===== src/rtl/calc_pkg.sv =====
// Shared types and defaults for the calculator operand-stack controller.
package calc_pkg;

  localparam int DEPTH_DEF  = 15;
  localparam int DATA_W_DEF = 4;

  typedef enum logic [2:0] {
    OP_PUSH  = 3'd0,
    OP_POP   = 3'd1,
    OP_ADD   = 3'd2,
    OP_SUB   = 3'd3,
    OP_MUL   = 3'd4,
    OP_DUP   = 3'd5,
    OP_SWAP  = 3'd6,
    OP_CLEAR = 3'd7
  } op_t;

  typedef enum logic [1:0] {
    IDLE     = 2'd0,
    DECODE   = 2'd1,
    MUL_ITER = 2'd2
  } state_t;

endpackage


===== src/rtl/calc_mul_seq.sv =====
// Iterative shift-add multiplier, one multiplier bit per cycle, product truncated to DATA_W.
module calc_mul_seq
  import calc_pkg::*;
#(
  parameter int DATA_W = DATA_W_DEF
) (
  input  logic              clk,
  input  logic              reset,
  input  logic              start,
  input  logic [DATA_W-1:0] mcand,
  input  logic [DATA_W-1:0] mplier,
  output logic              done,
  output logic [DATA_W-1:0] product
);

  localparam int CNT_W = $clog2(DATA_W + 1);
  localparam logic [CNT_W-1:0] CNT_INIT = CNT_W'(DATA_W);
  localparam logic [CNT_W-1:0] CNT_ONE  = CNT_W'(1);

  logic [DATA_W-1:0] mcand_q, mplier_q, acc_q;
  logic [CNT_W-1:0]  cnt_q;
  logic [DATA_W-1:0] acc_next;

  // Product is taken from the adder so the caller can commit on the final iteration edge.
  assign acc_next = acc_q + (mplier_q[0] ? mcand_q : '0);
  assign done     = (cnt_q == CNT_ONE);
  assign product  = acc_next;

  always_ff @(posedge clk or posedge reset) begin
    if (reset) begin
      mcand_q  <= '0;
      mplier_q <= '0;
      acc_q    <= '0;
      cnt_q    <= '0;
    end else if (start) begin
      mcand_q  <= mcand;
      mplier_q <= mplier;
      acc_q    <= '0;
      cnt_q    <= CNT_INIT;
    end else if (cnt_q != '0) begin
      acc_q    <= acc_next;
      mcand_q  <= mcand_q << 1;
      mplier_q <= mplier_q >> 1;
      cnt_q    <= cnt_q - CNT_ONE;
    end
  end

endmodule


===== src/rtl/calc_stack_ctrl.sv =====
// Operand-stack command sequencer with frame-synchronous snapshot for the picture generator.
//   state    | meaning
//   IDLE     | ready for a command
//   DECODE   | legality check, commit or reject, or launch multiply
//   MUL_ITER | shift-add multiply running, commit on last iteration
module calc_stack_ctrl
  import calc_pkg::*;
#(
  parameter int DEPTH  = DEPTH_DEF,
  parameter int DATA_W = DATA_W_DEF
) (
  input  logic                    clk,
  input  logic                    reset,
  input  logic                    cmd_valid,
  output logic                    cmd_ready,
  input  logic [2:0]              cmd_op,
  input  logic [DATA_W-1:0]       cmd_data,
  input  logic                    frame_start,
  output logic [DEPTH*DATA_W-1:0] numbers,
  output logic [DEPTH-1:0]        occupied,
  output logic [3:0]              depth,
  output logic                    err,
  output logic                    busy
);

  localparam logic [3:0] DEPTH_L = 4'(DEPTH);

  state_t                  state_q, state_d;
  op_t                     op_q;
  logic [DATA_W-1:0]       data_q;
  logic [DATA_W-1:0]       stk_q [DEPTH];
  logic [DATA_W-1:0]       stk_d [DEPTH];
  logic [3:0]              depth_q, depth_d;
  logic                    err_q;
  logic [DEPTH*DATA_W-1:0] numbers_q, numbers_c;
  logic [DEPTH-1:0]        occupied_q, occupied_c;

  logic                    legal, commit, reject, mul_start, mul_done;
  logic [DATA_W-1:0]       mul_product, alu_res;

  calc_mul_seq #(.DATA_W(DATA_W)) u_mul (
    .clk     (clk),
    .reset   (reset),
    .start   (mul_start),
    .mcand   (stk_q[1]),
    .mplier  (stk_q[0]),
    .done    (mul_done),
    .product (mul_product)
  );

  always_comb begin
    legal = 1'b0;
    case (op_q)
      OP_PUSH:                        legal = (depth_q < DEPTH_L);
      OP_DUP:                         legal = (depth_q != 4'd0) && (depth_q < DEPTH_L);
      OP_POP:                         legal = (depth_q != 4'd0);
      OP_ADD, OP_SUB, OP_MUL, OP_SWAP: legal = (depth_q >= 4'd2);
      OP_CLEAR:                       legal = 1'b1;
      default:                        legal = 1'b0;
    endcase
  end

  always_ff @(posedge clk or posedge reset) begin
    if (reset) state_q <= IDLE;
    else       state_q <= state_d;
  end

  always_comb begin
    state_d   = state_q;
    cmd_ready = 1'b0;
    mul_start = 1'b0;
    commit    = 1'b0;
    reject    = 1'b0;
    case (state_q)
      IDLE: begin
        cmd_ready = 1'b1;
        if (cmd_valid) state_d = DECODE;
      end
      DECODE: begin
        if (!legal) begin
          reject  = 1'b1;
          state_d = IDLE;
        end else if (op_q == OP_MUL) begin
          mul_start = 1'b1;
          state_d   = MUL_ITER;
        end else begin
          commit  = 1'b1;
          state_d = IDLE;
        end
      end
      MUL_ITER: begin
        if (mul_done) begin
          commit  = 1'b1;
          state_d = IDLE;
        end
      end
      default: state_d = IDLE;
    endcase
  end

  always_comb begin
    alu_res = '0;
    case (op_q)
      OP_ADD:  alu_res = stk_q[1] + stk_q[0];
      OP_SUB:  alu_res = stk_q[1] - stk_q[0];
      OP_MUL:  alu_res = mul_product;
      default: alu_res = '0;
    endcase
  end

  // Entries at or beyond depth are kept at zero, so shifts never need masking.
  always_comb begin
    for (int i = 0; i < DEPTH; i++) stk_d[i] = stk_q[i];
    depth_d = depth_q;
    case (op_q)
      OP_PUSH, OP_DUP: begin
        stk_d[0] = (op_q == OP_PUSH) ? data_q : stk_q[0];
        for (int i = 1; i < DEPTH; i++) stk_d[i] = stk_q[i-1];
        depth_d = depth_q + 4'd1;
      end
      OP_POP: begin
        for (int i = 0; i < DEPTH-1; i++) stk_d[i] = stk_q[i+1];
        stk_d[DEPTH-1] = '0;
        depth_d = depth_q - 4'd1;
      end
      OP_ADD, OP_SUB, OP_MUL: begin
        stk_d[0] = alu_res;
        for (int i = 1; i < DEPTH-1; i++) stk_d[i] = stk_q[i+1];
        stk_d[DEPTH-1] = '0;
        depth_d = depth_q - 4'd1;
      end
      OP_SWAP: begin
        stk_d[0] = stk_q[1];
        stk_d[1] = stk_q[0];
      end
      OP_CLEAR: begin
        for (int i = 0; i < DEPTH; i++) stk_d[i] = '0;
        depth_d = 4'd0;
      end
      default: depth_d = depth_q;
    endcase
  end

  always_comb begin
    numbers_c  = '0;
    occupied_c = '0;
    for (int i = 0; i < DEPTH; i++) begin
      numbers_c[i*DATA_W +: DATA_W] = stk_q[i];
      occupied_c[i]                 = (4'(i) < depth_q);
    end
  end

  always_ff @(posedge clk or posedge reset) begin
    if (reset) begin
      op_q       <= OP_PUSH;
      data_q     <= '0;
      stk_q      <= '{default: '0};
      depth_q    <= 4'd0;
      err_q      <= 1'b0;
      numbers_q  <= '0;
      occupied_q <= '0;
    end else begin
      if (state_q == IDLE && cmd_valid) begin
        op_q   <= op_t'(cmd_op);
        data_q <= cmd_data;
      end
      if (commit) begin
        stk_q   <= stk_d;
        depth_q <= depth_d;
      end
      err_q <= reject;
      // Snapshot uses pre-edge stack; a coincident commit shows on the next frame.
      if (frame_start) begin
        numbers_q  <= numbers_c;
        occupied_q <= occupied_c;
      end
    end
  end

  assign numbers  = numbers_q;
  assign occupied = occupied_q;
  assign depth    = depth_q;
  assign err      = err_q;
  assign busy     = ~cmd_ready;

endmodule


===== config.mk =====
export PLATFORM = sky130hd
export DESIGN_NAME = calc_stack_ctrl
export DESIGN_NICKNAME = d
export VERILOG_FILES = /design/src/rtl/calc_pkg.sv /design/src/rtl/calc_mul_seq.sv /design/src/rtl/calc_stack_ctrl.sv
export SDC_FILE = /design/constraint.sdc
export NUM_CORES = 1
export LEC_CHECK = 0
export BUFFER_PORTS_ARGS = -buffer_cell sky130_fd_sc_hd__buf_2
export CAP_MARGIN = 20
export CORE_UTILIZATION = 58
export DETAILED_ROUTE_END_ITERATION = 6
export HOLD_SLACK_MARGIN = 0.06
export PLACE_DENSITY_LB_ADDON = 0.2
export RECOVER_POWER = 50
export SYNTH_ARGS = -nofsm -noshare
export SYNTH_HDL_FRONTEND = slang
export SYNTH_HIERARCHICAL = 1
export SYNTH_SLANG_ARGS = --single-unit

===== constraint.sdc =====
create_clock -name clk -period 6 [get_ports clk]
set_input_delay 1.2 -clock clk [delete_from_list [all_inputs] [get_ports clk]]
set_output_delay 1.2 -clock clk [all_outputs]
set_load 0.05 [all_outputs]

==> results.json <==
{
  "ctsHtreeMaxLevel": 4,
  "wl_per_cell_um": 16.9,
  "yosys_most_used_dff": "sky130_fd_sc_hd__dfrtp_1",
  "io_buffer_count": 92,
  "die_height_um": 115,
  "number_of_clock_sinks": 164,
  "ys_async_sr_fraction": 1.00,
  "most_frequent_standard_cell_in_the_layout_excluding_fill_and_tap_cells": "sky130_fd_sc_hd__dfrtp_1",
  "grt_util_all_layers": 0.254,
  "number_of_violations_reported_at_the_end_of_detailed_routing_iteration_0": 477,
  "die_width_um": 115,
  "met1_length_um": 6730,
  "crit_family": "compound AO/OA/AOI/OAI gates",
  "fillers": 955,
  "synth_cells": 662,
  "post_cts_buffers": 0,
  "endpoint_kind": "flop",
  "first_global_vias": 5068,
  "worst_slew_pin_slew_ns": 0.999,
  "number_of_hold_slack_violations_in_the_final_timing_report": 0,
  "critical_path_arrival_ns": 3.56,
  "gpl.final_weighted_congestion": 0.814,
  "drcViolationCount": 0,
  "fin_setup_tns_ns": 0,
  "std_cell_rows": 40,
  "antenna_found_initial": 0,
  "dr_total_vias": 5281,
  "design.final.nets": 766,
  "finalWorstPathRequiredPeriod_ns": 3.24,
  "multi_input_comb_area_um2": 3020,
  "grt_start_max_net_pins": 104,
  "globalRoute.totalOverflow": 0,
  "fp.dieArea_um2": 13200,
  "cts_max_path_buffers": 2,
  "wl_met2_um": 7730,
  "clock_root_buffer_master": "sky130_fd_sc_hd__clkbuf_16",
  "crit_path_max_incr_delay_ns": 0.70,
  "cp.required_ns": 6.32,
  "wirelength_um": 15500,
  "detailedPlacementHpwl_um": 10100,
  "rsz0062_at_grt": "false",
  "dr.pass1.iters": 5,
  "clock_tree_from_tritoncts": "done",
  "antennaDiodeCount": 0,
  "yosys.cell_types.count": 48,
  "syn-mean-instance-area_um2": 11.2,
  "run_status": "finished, final reports clean",
  "initial_core_util": 0.607,
  "ioPinCount": 93,
  "holdCritPathClass": "flop to flop",
  "clk_pin_slew_worst_paths_ns": 0.06,
  "timing.max_slew.rel_slack": 0.334,
  "yosysSeqAreaShare": 0.554,
  "maxCapViolations": 0,
  "synth.yosys.warnings": 6,
  "grt_first_pass_wirelength_um": 25700,
  "antenna_left": 0,
  "hold_bufs_inserted_after_cts": 0,
  "report.final.slew_viol_count": 0,
  "postSynthRegisterBits": 164,
  "route.met3.wl_um": 751,
  "highest-signal-layer": "met4",
  "timing.final.crit_share": 0.541,
  "avgViaCountPerCell": 5.77,
  "area_growth_syn_to_layout_pct": 15.1,
  "cts_resized": 0,
  "holdWs_ns": 0.480,
  "cts_buffers": 17,
  "clk-insertion-delay-late_ns": 0.43,
  "drive_gt1_frac": 0.270,
  "path_buf_inv": 2,
  "crit_path_max_delay_cell_type": "sky130_fd_sc_hd__buf_4",
  "crit_path_cell_trace": "inv_1, ha_1, nor2b_1, a211oi_1, or3b_1, a21oi_4, buf_4, o221ai_1, a22o_1",
  "startpoint_type": "flop",
  "timing_worst_setup_path_type": "flop to flop",
  "timing.clock.skew_ns": 0.00578,
  "max_freq_mhz": 308,
  "seq_area_um2": 4100,
  "syn-num-nets": 694,
  "most-common-layout-cells": "sky130_fd_sc_hd__dfrtp_1 (164), sky130_fd_sc_hd__buf_2 (86), sky130_fd_sc_hd__a21oi_1 (74), sky130_fd_sc_hd__nor2_1 (73), sky130_fd_sc_hd__mux2_2 (71)",
  "critical_path_peak_fanout": 102,
  "finalSetupViolCount": 0,
  "synth_area_um2": 7410,
  "placeableCoreArea_um2": 12200,
  "synth_edf_count": 0
}
[sequential cells by signal, summed over array words and instances (netlist names)]
name	count
numbers_c	60
occupied	15
err	1
data_q	4
u_mul/mcand_q	4
u_mul/mplier_q	4
u_mul/cnt_q	3
u_mul/acc_q	4
state_q	2
depth	4
op_q	3
numbers	60
[cell families after synthesis]
logic type	share of synthesized area
buffers and inverters	0.0427
muxes	0.117
AOI/OAI and AO/OA	0.154
adders and majority gates	0.0375
and+or+nand+nor	0.0807
xor gates and xnor gates	0.0142
DFF	0.554
[routing by layer]
metal | up-vias | global-route usage
li1 | 2486 | -
met1 | 2633 | 0.346
met2 | 137 | 0.408
met3 | 25 | 0.0432
met4 | 0 | 0.102
met5 | - | 0
[worst paths after layout]
path | startpoint | to | slack, ns | cells past startpoint
min reg2reg | occupied[1] | occupied[1] | 0.48 | 1
max in group asynchronous | reset | numbers[33] | 3.86 | 3
max | depth[0] | depth[2] | 2.76 | 9
min | occupied[1] | occupied[1] | 0.48 | 1
min in group asynchronous | reset | u_mul/mcand_q[0] | 0.88 | 2
max reg2reg | depth[0] | depth[2] | 2.76 | 9
[cell type report]
| class | count | share of cell area |
|---|---|---|
| Timing Repair Buffer | 96 | 0.0571 |
| Tap cell | 168 | 0.0246 |
| Clock buffer | 21 | 0.0563 |
| Sequential cell | 164 | 0.481 |
| Clock inverter | 11 | 0.0148 |
| Multi-Input combinational cell | 429 | 0.354 |
| Inverter | 26 | 0.0120 |
[cells in the mapped netlist, types with 2 or more instances]
master                     count  share of area
sky130_fd_sc_hd__a31oi_1       2         0.0017
sky130_fd_sc_hd__a211oi_1      3         0.0030
sky130_fd_sc_hd__clkbuf_1     23          0.012
sky130_fd_sc_hd__a21oi_1      74          0.050
sky130_fd_sc_hd__o31ai_1       2         0.0020
sky130_fd_sc_hd__nor3_1        2         0.0014
sky130_fd_sc_hd__mux2i_1       7         0.0095
sky130_fd_sc_hd__ha_1         19          0.032
sky130_fd_sc_hd__o211ai_1      2         0.0020
sky130_fd_sc_hd__a221o_1       3         0.0041
sky130_fd_sc_hd__xnor2_1       6         0.0071
sky130_fd_sc_hd__nand2b_1      4         0.0034
sky130_fd_sc_hd__o21ai_0      21          0.014
sky130_fd_sc_hd__mux2_2       71           0.11
sky130_fd_sc_hd__buf_1         2         0.0010
sky130_fd_sc_hd__buf_4         4         0.0041
sky130_fd_sc_hd__o22ai_1       4         0.0034
sky130_fd_sc_hd__and2_1        3         0.0025
sky130_fd_sc_hd__xor2_1        6         0.0071
sky130_fd_sc_hd__o21a_1        2         0.0020
sky130_fd_sc_hd__nand2_1      33          0.017
sky130_fd_sc_hd__inv_1        26          0.013
sky130_fd_sc_hd__buf_6         4         0.0061
sky130_fd_sc_hd__nor2b_1       6         0.0051
sky130_fd_sc_hd__a22oi_1      54          0.055
sky130_fd_sc_hd__fa_1          2         0.0054
sky130_fd_sc_hd__nand3_1       6         0.0041
sky130_fd_sc_hd__a32o_1        4         0.0054
sky130_fd_sc_hd__nor3b_1       2         0.0020
sky130_fd_sc_hd__a21oi_2       2         0.0024
sky130_fd_sc_hd__buf_2        10         0.0068
sky130_fd_sc_hd__nor2_1       73          0.037
sky130_fd_sc_hd__dfrtp_1     164           0.55
sky130_fd_sc_hd__a21o_1        2         0.0020
[stage by stage]
| stage | instance area, µm² | util | instances | setup WS (ns) |
|---|---|---|---|---|
| final | 8530 | 0.698 | 915 | 2.76 |
| after global placement | 7930 | 0.649 | 883 | 2.93 |
| after detailed placement | 7930 | 0.649 | 883 | 2.78 |
| after global routing | 8530 | 0.698 | 915 | 2.44 |
| after CTS | 8530 | 0.699 | 915 | 2.75 |
| after floorplan | 7410 | - | 662 | 0.792 |
Power is not shown: default switching activity piles up to over one toggle a cycle in this logic, so the estimate is an artifact.
